[src/rtl/sha256_pkg.sv]
// Shared SHA-256 definitions: round constants, initial hash value, the
// compression FSM state type, the working-register bundle and the bit-mixing
// functions. The small sigma functions are also used by the schedule block.
package sha256_pkg;

   localparam int NUM_ROUNDS = 64;

   localparam logic [31:0] K [0:NUM_ROUNDS-1] = '{
      32'h428a2f98, 32'h71374491, 32'hb5c0fbcf, 32'he9b5dba5,
      32'h3956c25b, 32'h59f111f1, 32'h923f82a4, 32'hab1c5ed5,
      32'hd807aa98, 32'h12835b01, 32'h243185be, 32'h550c7dc3,
      32'h72be5d74, 32'h80deb1fe, 32'h9bdc06a7, 32'hc19bf174,
      32'he49b69c1, 32'hefbe4786, 32'h0fc19dc6, 32'h240ca1cc,
      32'h2de92c6f, 32'h4a7484aa, 32'h5cb0a9dc, 32'h76f988da,
      32'h983e5152, 32'ha831c66d, 32'hb00327c8, 32'hbf597fc7,
      32'hc6e00bf3, 32'hd5a79147, 32'h06ca6351, 32'h14292967,
      32'h27b70a85, 32'h2e1b2138, 32'h4d2c6dfc, 32'h53380d13,
      32'h650a7354, 32'h766a0abb, 32'h81c2c92e, 32'h92722c85,
      32'ha2bfe8a1, 32'ha81a664b, 32'hc24b8b70, 32'hc76c51a3,
      32'hd192e819, 32'hd6990624, 32'hf40e3585, 32'h106aa070,
      32'h19a4c116, 32'h1e376c08, 32'h2748774c, 32'h34b0bcb5,
      32'h391c0cb3, 32'h4ed8aa4a, 32'h5b9cca4f, 32'h682e6ff3,
      32'h748f82ee, 32'h78a5636f, 32'h84c87814, 32'h8cc70208,
      32'h90befffa, 32'ha4506ceb, 32'hbef9a3f7, 32'hc67178f2
   };

   // H0 sits in the top lane, H7 in the bottom lane
   localparam logic [255:0] IV = {
      32'h6a09e667, 32'hbb67ae85, 32'h3c6ef372, 32'ha54ff53a,
      32'h510e527f, 32'h9b05688c, 32'h1f83d9ab, 32'h5be0cd19
   };

   typedef enum logic [1:0] {
      IDLE,
      ROUND,
      FINAL
   } state_t;

   // Field a is the most significant lane so the struct packs like init_hash
   typedef struct packed {
      logic [31:0] a;
      logic [31:0] b;
      logic [31:0] c;
      logic [31:0] d;
      logic [31:0] e;
      logic [31:0] f;
      logic [31:0] g;
      logic [31:0] h;
   } work_t;

   function automatic logic [31:0] rotr32(input logic [31:0] x, input int unsigned n);
      return (x >> n) | (x << (32 - n));
   endfunction

   function automatic logic [31:0] big_sigma0(input logic [31:0] x);
      return rotr32(x, 2) ^ rotr32(x, 13) ^ rotr32(x, 22);
   endfunction

   function automatic logic [31:0] big_sigma1(input logic [31:0] x);
      return rotr32(x, 6) ^ rotr32(x, 11) ^ rotr32(x, 25);
   endfunction

   function automatic logic [31:0] small_sigma0(input logic [31:0] x);
      return rotr32(x, 7) ^ rotr32(x, 18) ^ (x >> 3);
   endfunction

   function automatic logic [31:0] small_sigma1(input logic [31:0] x);
      return rotr32(x, 17) ^ rotr32(x, 19) ^ (x >> 10);
   endfunction

   function automatic logic [31:0] ch(input logic [31:0] x, input logic [31:0] y,
                                      input logic [31:0] z);
      return (x & y) ^ (~x & z);
   endfunction

   function automatic logic [31:0] maj(input logic [31:0] x, input logic [31:0] y,
                                       input logic [31:0] z);
      return (x & y) ^ (x & z) ^ (y & z);
   endfunction

   // Lane-wise mod 2^32 addition of two packed H0..H7 vectors
   function automatic logic [255:0] add_lanes(input logic [255:0] x, input logic [255:0] y);
      logic [255:0] r;
      r = '0;
      for (int i = 0; i < 8; i++) begin
         r[i*32 +: 32] = x[i*32 +: 32] + y[i*32 +: 32];
      end
      return r;
   endfunction

endpackage

[src/rtl/sha256_compress_if.sv]
// Handshake and data bundle between the schedule source / host and the
// compression stage. The master side supplies start, chaining value and
// schedule words; the slave side is the compression block itself.
interface sha256_compress_if #(
   parameter int W_LENGTH = 64
);

   localparam int IDX_W = $clog2(W_LENGTH);

   logic             start;
   logic [255:0]     init_hash;
   logic             w_valid;
   logic [31:0]      w_in;
   logic             w_ready;
   logic             busy;
   logic [IDX_W-1:0] round_index;
   logic [255:0]     digest;
   logic             digest_valid;

   modport master (
      output start, init_hash, w_valid, w_in,
      input  w_ready, busy, round_index, digest, digest_valid
   );

   modport slave (
      input  start, init_hash, w_valid, w_in,
      output w_ready, busy, round_index, digest, digest_valid
   );

endinterface

[src/rtl/sha256_round.sv]
// One SHA-256 compression round as pure combinational logic: takes the
// current working registers a..h plus K_t and W_t, returns the next a..h.
module sha256_round
   import sha256_pkg::*;
(
   input  work_t       cur,
   input  logic [31:0] k,
   input  logic [31:0] w,
   output work_t       nxt
);

   logic [31:0] t1;
   logic [31:0] t2;

   // Form T1/T2 and shift the register file down by one, folding T1 into e and a
   always_comb begin
      t1  = cur.h + big_sigma1(cur.e) + ch(cur.e, cur.f, cur.g) + k + w;
      t2  = big_sigma0(cur.a) + maj(cur.a, cur.b, cur.c);
      nxt = {t1 + t2, cur.a, cur.b, cur.c, cur.d + t1, cur.e, cur.f, cur.g};
   end

endmodule

[src/rtl/sha256_compress.sv]
// SHA-256 compression stage. Seeds a..h from the chaining value, consumes one
// schedule word per accepted handshake for W_LENGTH rounds, then adds the
// working state back into the chaining value and pulses digest_valid.
module sha256_compress
   import sha256_pkg::*;
#(
   parameter int W_LENGTH = 64
)
(
   input logic              clock,
   input logic              reset,
   sha256_compress_if.slave bus
);

   localparam int               IDX_W    = $clog2(W_LENGTH);
   localparam logic [IDX_W-1:0] LAST_IDX = IDX_W'(W_LENGTH - 1);

   state_t           state;
   state_t           state_next;
   work_t            work;
   work_t            work_next;
   logic [255:0]     h_init;
   logic [255:0]     digest;
   logic [IDX_W-1:0] round_index;
   logic             digest_valid;
   logic             w_ready;
   logic             busy;
   logic             last_word;

   assign last_word = (round_index == LAST_IDX);

   sha256_round u_round (
      .cur (work),
      .k   (K[round_index]),
      .w   (bus.w_in),
      .nxt (work_next)
   );

   // State register; a low reset at the edge forces the block back to IDLE
   always_ff @(posedge clock) begin
      if (!reset) begin
         state <= IDLE;
      end else begin
         state <= state_next;
      end
   end

   // Next-state and handshake outputs: words are taken only while in ROUND
   always_comb begin
      state_next = state;
      w_ready    = 1'b0;
      busy       = 1'b0;
      case (state)
         IDLE: begin
            if (bus.start) begin
               state_next = ROUND;
            end
         end
         ROUND: begin
            w_ready = 1'b1;
            busy    = 1'b1;
            if (bus.w_valid && last_word) begin
               state_next = FINAL;
            end
         end
         FINAL: begin
            busy       = 1'b1;
            state_next = IDLE;
         end
         default: begin
            state_next = IDLE;
         end
      endcase
   end

   // Datapath: latch the chaining value, run one round per accepted word, fold the result on FINAL
   always_ff @(posedge clock) begin
      if (!reset) begin
         work         <= '0;
         h_init       <= '0;
         digest       <= '0;
         round_index  <= '0;
         digest_valid <= 1'b0;
      end else begin
         digest_valid <= 1'b0;
         case (state)
            IDLE: begin
               if (bus.start) begin
                  h_init      <= bus.init_hash;
                  work        <= work_t'(bus.init_hash);
                  round_index <= '0;
               end
            end
            ROUND: begin
               if (bus.w_valid) begin
                  work        <= work_next;
                  round_index <= last_word ? '0 : round_index + 1'b1;
               end
            end
            FINAL: begin
               digest       <= add_lanes(h_init, work);
               digest_valid <= 1'b1;
            end
            default: begin
            end
         endcase
      end
   end

   assign bus.w_ready      = w_ready;
   assign bus.busy         = busy;
   assign bus.round_index  = round_index;
   assign bus.digest       = digest;
   assign bus.digest_valid = digest_valid;

endmodule

[src/flat_wrapper.sv]
// flat-port wrapper written by rule: the top's interface ports become plain ports
module sha256_compress_flat import sha256_pkg::*;
#(
   parameter int W_LENGTH = 64
)
  (clock, reset, bus_start, bus_init_hash, bus_w_valid, bus_w_in, bus_w_ready, bus_busy, bus_round_index, bus_digest, bus_digest_valid);
  sha256_compress_if #(.W_LENGTH(W_LENGTH)) bus_i ();
  input logic clock;
  input logic reset;
  input wire logic [$bits(bus_i.start)-1:0] bus_start;
  input wire logic [$bits(bus_i.init_hash)-1:0] bus_init_hash;
  input wire logic [$bits(bus_i.w_valid)-1:0] bus_w_valid;
  input wire logic [$bits(bus_i.w_in)-1:0] bus_w_in;
  output wire logic [$bits(bus_i.w_ready)-1:0] bus_w_ready;
  output wire logic [$bits(bus_i.busy)-1:0] bus_busy;
  output wire logic [$bits(bus_i.round_index)-1:0] bus_round_index;
  output wire logic [$bits(bus_i.digest)-1:0] bus_digest;
  output wire logic [$bits(bus_i.digest_valid)-1:0] bus_digest_valid;
  assign bus_i.start = bus_start;
  assign bus_i.init_hash = bus_init_hash;
  assign bus_i.w_valid = bus_w_valid;
  assign bus_i.w_in = bus_w_in;
  assign bus_w_ready = bus_i.w_ready;
  assign bus_busy = bus_i.busy;
  assign bus_round_index = bus_i.round_index;
  assign bus_digest = bus_i.digest;
  assign bus_digest_valid = bus_i.digest_valid;
  sha256_compress #(.W_LENGTH(W_LENGTH)) u_core (.clock(clock), .reset(reset), .bus(bus_i));
endmodule
[config.mk]
export PLATFORM = sky130hd
export DESIGN_NAME = sha256_compress_flat
export DESIGN_NICKNAME = d
export VERILOG_FILES = /design/src/rtl/sha256_pkg.sv /design/src/rtl/sha256_compress_if.sv /design/src/rtl/sha256_round.sv /design/src/rtl/sha256_compress.sv /design/src/flat_wrapper.sv
export SDC_FILE = /design/constraint.sdc
export NUM_CORES = 2
export LEC_CHECK = 0
export ABC_AREA = 1
export CAP_MARGIN = 10
export CORE_UTILIZATION = 45
export CTS_CLUSTER_SIZE = 20
export DETAILED_ROUTE_END_ITERATION = 10
export GPL_ROUTABILITY_DRIVEN = 1
export HOLD_SLACK_MARGIN = 0.12
export REMOVE_ABC_BUFFERS = 1
export SLEW_MARGIN = 15
export SYNTH_ARGS = -nofsm -noshare
export SYNTH_HDL_FRONTEND = slang
export SYNTH_HIERARCHICAL = 1
export SYNTH_SLANG_ARGS = --single-unit
[constraint.sdc]
create_clock -name clock -period 21.8 [get_ports clock]
set_clock_uncertainty 0.2 [all_clocks]
set_input_delay 4.36 -clock clock [delete_from_list [all_inputs] [get_ports clock]]
set_output_delay 4.36 -clock clock [all_outputs]
set_load 0.02 [all_outputs]
* Yosys cells after proc, flatten, opt, wreduce, memory -nomap -nowiden *
Memories as Yosys holds them, arrays and structs flattened.
Index checks and enable logic that the tools add are counted.

storage, ports and cells
  flip-flop bits (word level) = 777
  memory bits (read-only) = 2,048
  input bits = 292
  output and inout bits = 265
  logic and storage cells = 79
  memories = 1

operators by class
  add/sub/neg operators = 16
  magnitude comparators = 1
  equal/unequal tests = 6
  muxes and demuxes = 15
  bitwise gates (word level) = 20
  reduce and logical (&&, ||, !) cells = 7

memories
  name              words  bits a word  rd ports  clocked after Yosys merged registers in  write ports  RTL line               source
  (name not given)  64     32           1         0                                        0            sha256_compress.sv:34  .k (K[round_index]),

operators with widths
  kind                                                            number
  256-bit two-way mux                                             2
  256-bit one-hot mux with 2 select lines                         1
  32-bit adder                                                    15
  32-bit XOR                                                      7
  32-bit bitwise AND                                              5
  32-bit two-way mux                                              2
  32-bit NOT                                                      1
  10-bit by 32-bit bitwise OR with 32-bit output                  1
  19-bit by 32-bit bitwise OR with 32-bit output                  1
  21-bit by 32-bit bitwise OR with 32-bit output                  1
  26-bit by 32-bit bitwise OR with 32-bit output                  1
  30-bit by 32-bit bitwise OR with 32-bit output                  1
  7-bit by 32-bit bitwise OR with 32-bit output                   1
  6-bit two-way mux                                               3
  6-bit one-hot mux with 2 select lines                           1
  7-bit greater-or-equal comparator (second input constant)       1
  6-bit NOT with 7-bit output                                     1
  6-bit by 1-bit adder with 6-bit output (second input constant)  1
  6-bit equality test (second input constant)                     1
  2-bit two-way mux                                               2
  2-bit inequality test (second input constant)                   2
  2-bit one-hot mux with 2 select lines                           1
  2-bit AND reduction                                             2
  1-bit two-way mux                                               3
  8 further kinds                                                 8

* Logic depth before layout (Yosys ltp) *
  depth in word-level cells = 10
  gate-level depth with buffers = 48

* Modules after synthesis *
Netlist, hierarchy kept.

modules (own cells, without submodules)
  module           times used  cells an instance  area an instance (um2)  seq. area each (um2)
  sha256_compress  1           8,315              50,482.2                15,554.9
  sha256_round     1           1,919              12,802.3                0.0

* Least setup slack after synthesis *
OpenSTA, ideal clock, no wires.

  path kind = input -> register
  start point = input port bus_w_in[1]
  end point = register u_core/work[255] (netlist bit)
  arrival = 8.898 ns
  data required time = 21.526 ns
  slack = 12.628 ns
  stages on the path = 32
  buffers on the path = 0
  path through = inv_1 -> fa_1 -> fa_1 -> inv_1 -> ha_1 -> fa_1 -> nand2_1 -> nor2_1 -> or2_4 -> a21oi_4 -> o21bai_2 -> nand2_2 -> nand3_1 -> nand2_2 -> inv_2 -> fa_1 -> inv_1 -> ha_1 -> nand2_1 -> nor2_1 -> nand2_1 -> nor3b_1 -> nand2_1 -> nand2_1 -> nand2_1 -> nand2_1 -> inv_1 -> nand2_1 -> nand2_1 -> inv_1 -> nand2_1 -> a31oi_1

RTL lines
  item                  RTL line               source
  from (decl)           flat_wrapper.sv:13     input wire logic [$bits(bus_i.w_in)-1:0] bus_w_in;
  to (signal assigned)  sha256_compress.sv:90  work <= work_t'(bus.init_hash);
  to (signal assigned)  sha256_compress.sv:96  work <= work_next;
  to (decl)             sha256_compress.sv:20  work_t work;

==> flow_results.xml <==
<?xml version="1.0" encoding="UTF-8"?>
<metrics>
  <group name="sta">
    <metric name="highest_clock_frequency_the_design_can_meet" unit="MHz">100</metric>
    <metric name="setup_tns" unit="ps">0</metric>
    <metric name="setup_viol_count_final" unit="">0</metric>
    <metric name="timing_hold_violations_final" unit="">0</metric>
    <metric name="slew_viol_final" unit="">0</metric>
    <metric name="worst_slew_pin_slew" unit="ps">1310</metric>
    <metric name="timing.final.crit_share" unit="">0.457</metric>
    <metric name="rsz0062_at_grt" unit="">false</metric>
    <metric name="layout_min_cycle_time" unit="ps">9970</metric>
    <metric name="relSlewSlack" unit="">0.129</metric>
  </group>
  <group name="grt">
    <metric name="grt_first_pass_wirelength" unit="um">389000</metric>
    <metric name="grt-ovfl-total" unit="">0</metric>
    <metric name="grt_max_degree" unit="">244</metric>
    <metric name="grt_pass1_vias" unit="">61500</metric>
    <metric name="grt_usage" unit="">0.365</metric>
    <metric name="antenna_violations_before_repair" unit="">30</metric>
  </group>
  <group name="clock_tree">
    <metric name="cts_hold_repair.buffers" unit="">0</metric>
    <metric name="cts.clk_slew.worst_paths" unit="ps">70</metric>
    <metric name="clock_tree.root_cell" unit="">sky130_fd_sc_hd__clkbuf_16</metric>
    <metric name="clock_insertion_delay_worst_skew" unit="ps">740</metric>
    <metric name="numClockSinks" unit="">777</metric>
    <metric name="cts_inserted_buffers" unit="">92</metric>
    <metric name="h-tree-depth" unit="">3</metric>
    <metric name="postCtsSetupRepairBufs" unit="">0</metric>
    <metric name="clk_path_buf_depth" unit="">3</metric>
    <metric name="resized_gates_after_cts" unit="">0</metric>
    <metric name="cts_tree" unit="">yes</metric>
  </group>
  <group name="worst_setup_path">
    <metric name="critPathRequiredTime" unit="ps">22160</metric>
    <metric name="critPathMaxFanout" unit="">5</metric>
    <metric name="critical_path.reg2reg.startpoint" unit="">u_core/bus.round_index[3]</metric>
    <metric name="rrSetupSlack" unit="ps">12330</metric>
    <metric name="critical-path-max-stage-delay" unit="ps">510</metric>
    <metric name="cp-startpoint" unit="">bus_w_in[1]</metric>
    <metric name="crit_slowest_cell" unit="">sky130_fd_sc_hd__fa_1</metric>
    <metric name="timing.critical_path.from_type" unit="">input pin</metric>
    <metric name="setup.worst_path.end_class" unit="">flip-flop</metric>
    <metric name="critPathKind" unit="">input pin to flip-flop</metric>
    <metric name="worstPathArrival" unit="ps">10340</metric>
    <metric name="timing.critical_path.mode_cell" unit="">sky130_fd_sc_hd__nand2_1</metric>
    <metric name="worstRegToRegCells" unit="">39</metric>
    <metric name="reg2reg_to" unit="">u_core/work[255]</metric>
    <metric name="timing.critical_path.to" unit="">u_core/work[247]</metric>
  </group>
  <group name="logic_synthesis">
    <metric name="synth.avg_cell_area" unit="sq um">6.18</metric>
    <metric name="synth.top_cell.area_share" unit="">0.246</metric>
    <metric name="synthCells" unit="">10200</metric>
    <metric name="synthDominantAreaCellType" unit="">sky130_fd_sc_hd__dfxtp_1</metric>
    <metric name="netlist_area" unit="sq um">63300</metric>
    <metric name="postSynth.topFlopCell" unit="">sky130_fd_sc_hd__dfxtp_1</metric>
    <metric name="synth_edf_count" unit="">0</metric>
    <metric name="netlist_top_cells_count" unit="">sky130_fd_sc_hd__nand2_1, sky130_fd_sc_hd__inv_1, sky130_fd_sc_hd__nor2_1</metric>
    <metric name="synth_top_cells_by_area" unit="">sky130_fd_sc_hd__dfxtp_1, sky130_fd_sc_hd__nand2_1, sky130_fd_sc_hd__inv_1</metric>
    <metric name="synth.distinct_cells" unit="">68</metric>
    <metric name="postSynth.asyncResetShare" unit="">0</metric>
    <metric name="seq_area_frac_synth" unit="">0.246</metric>
    <metric name="synth-seq-cells" unit="">777</metric>
    <metric name="synth-warning-count" unit="">6</metric>
    <metric name="synth_most_common_cell" unit="">sky130_fd_sc_hd__nand2_1</metric>
  </group>
  <group name="finish">
    <metric name="design_area" unit="sq um">71800</metric>
    <metric name="layout-drive-gt1-share" unit="">0.0279</metric>
    <metric name="nNetsFinal" unit="">11200</metric>
    <metric name="syn_to_final_growth" unit="%">13.4</metric>
  </group>
  <group name="detailed_routing">
    <metric name="detail_route.drc_violations" unit="">0</metric>
    <metric name="viasPerCell" unit="">5.33</metric>
    <metric name="via_total_after_detailed_routing" unit="">65800</metric>
    <metric name="routedWlPerCell" unit="um">21.7</metric>
    <metric name="postRouteAntennaNets" unit="">0</metric>
    <metric name="drtIter0Drc" unit="">5945</metric>
    <metric name="drtPass1Iterations" unit="">8</metric>
    <metric name="routed_wl" unit="um">267000</metric>
  </group>
  <group name="floorplan">
    <metric name="starting_density_of_the_core" unit="">0.454</metric>
    <metric name="die_width" unit="um">377</metric>
    <metric name="fp.dieArea" unit="sq um">142000</metric>
    <metric name="core_region_area" unit="sq um">140000</metric>
    <metric name="std_cell_rows" unit="">137</metric>
    <metric name="die-height" unit="um">377</metric>
    <metric name="ports" unit="">557</metric>
  </group>
  <group name="status">
    <metric name="status" unit="">finished clean</metric>
  </group>
  <group name="placed_design">
    <metric name="detailedPlacementHpwl" unit="um">212000</metric>
    <metric name="detailed_place.area" unit="sq um">68500</metric>
    <metric name="finalWeightedCongestion" unit="">0.984</metric>
    <metric name="portBuffers" unit="">556</metric>
  </group>
  <group name="job">
    <metric name="cap_viol_max_count" unit="">0</metric>
  </group>
  <group name="hold_path">
    <metric name="timing.hold.worst.class" unit="">flip-flop to flip-flop</metric>
  </group>
</metrics>
==> cell usage in the layout, fill, tap and decap left out, types with 68 or more instances in the layout <==
cell,netlist,layout
sky130_fd_sc_hd__clkdlybuf4s50_1,0,555
sky130_fd_sc_hd__nand3_1,457,457
sky130_fd_sc_hd__a21oi_1,496,496
sky130_fd_sc_hd__o21ai_0,723,723
sky130_fd_sc_hd__nand2_1,3185,3183
sky130_fd_sc_hd__nor2_1,901,901
sky130_fd_sc_hd__dfxtp_1,777,776
sky130_fd_sc_hd__xor2_1,186,186
sky130_fd_sc_hd__inv_1,1634,1630
sky130_fd_sc_hd__a31oi_1,255,255
sky130_fd_sc_hd__o21bai_1,68,68
sky130_fd_sc_hd__xnor2_1,131,131
sky130_fd_sc_hd__clkbuf_16,0,93
sky130_fd_sc_hd__fa_1,133,133
sky130_fd_sc_hd__ha_1,362,360
==> metal layers <==
metal,global-route usage,wire length [um]
met5,0,276
met4,0.192,15600
met3,0.0676,21100
met2,0.603,122000
met1,0.450,108000
==> layout make-up <==
class / count / area, sq um
sequential: 777 / 15600
timing repair buffer: 608 / 6010
multi-input combinational: 7251 / 38400
tap: 1876 / 2350
inverter: 1643 / 6180
antenna: 7 / 17.5
clock buffer: 115 / 2490
clock inverter: 54 / 728
fill: 14600 / 67700
==> stage by stage <==
step	util	worst slack (ps)	hold WS, ps	instances
3_3_place_gp	0.491	11170	264	12200
2_1_floorplan	-	1520	259	9671
5_1_grt	0.514	11540	298	12300
3_5_place_dp	0.491	11200	269	12200
4_1_cts	0.514	11960	289	12300
6_report	0.514	11830	284	12300
==> registers in the layout, indices dropped and copies added (netlist names) <==
signal	flops
u_core/h_init	256
u_core/work	256
u_core/bus.digest_valid	1
u_core/bus.round_index	6
u_core/bus.digest	256
u_core/state	2
==> worst min path at each step <==
stage,startpoint,endpoint,cells after the start
finish,u_core/bus.digest[105],u_core/bus.digest[105],2
global route,u_core/bus.digest[73],u_core/bus.digest[73],2
CTS,u_core/bus.digest[105],u_core/bus.digest[105],2
detailed placement,u_core/bus.digest[73],u_core/bus.digest[73],2
global placement,u_core/bus.digest[41],u_core/bus.digest[41],2
floorplan,u_core/h_init[0],u_core/h_init[0],2
==> cells by family (layout without fill, tap and decap cells) <==
family	after synthesis	count (layout)	share of synthesized area
AOI/OAI and AO/OA	1720	1720	0.151
DFF	777	777	0.246
other	0	7	0
and+or+nand+nor	4687	4687	0.293
xor gates and xnor gates	317	317	0.0439
buffers and inverters	2206	2420	0.147
muxes	31	31	0.00506
adders and majority gates	496	496	0.114
==> critical path, delay by kind of cell <==
family	cells	cell delay [ps]
xor gates and xnor gates	1	410
AOI/OAI and AO/OA	6	1020
adders and majority gates	6	2550
and+or+nand+nor	9	1080
buffers and inverters	7	910
Power is left out: the tool's default activity adds up to more than one toggle a clock period on the data nets, which glitch-free logic cannot reach.
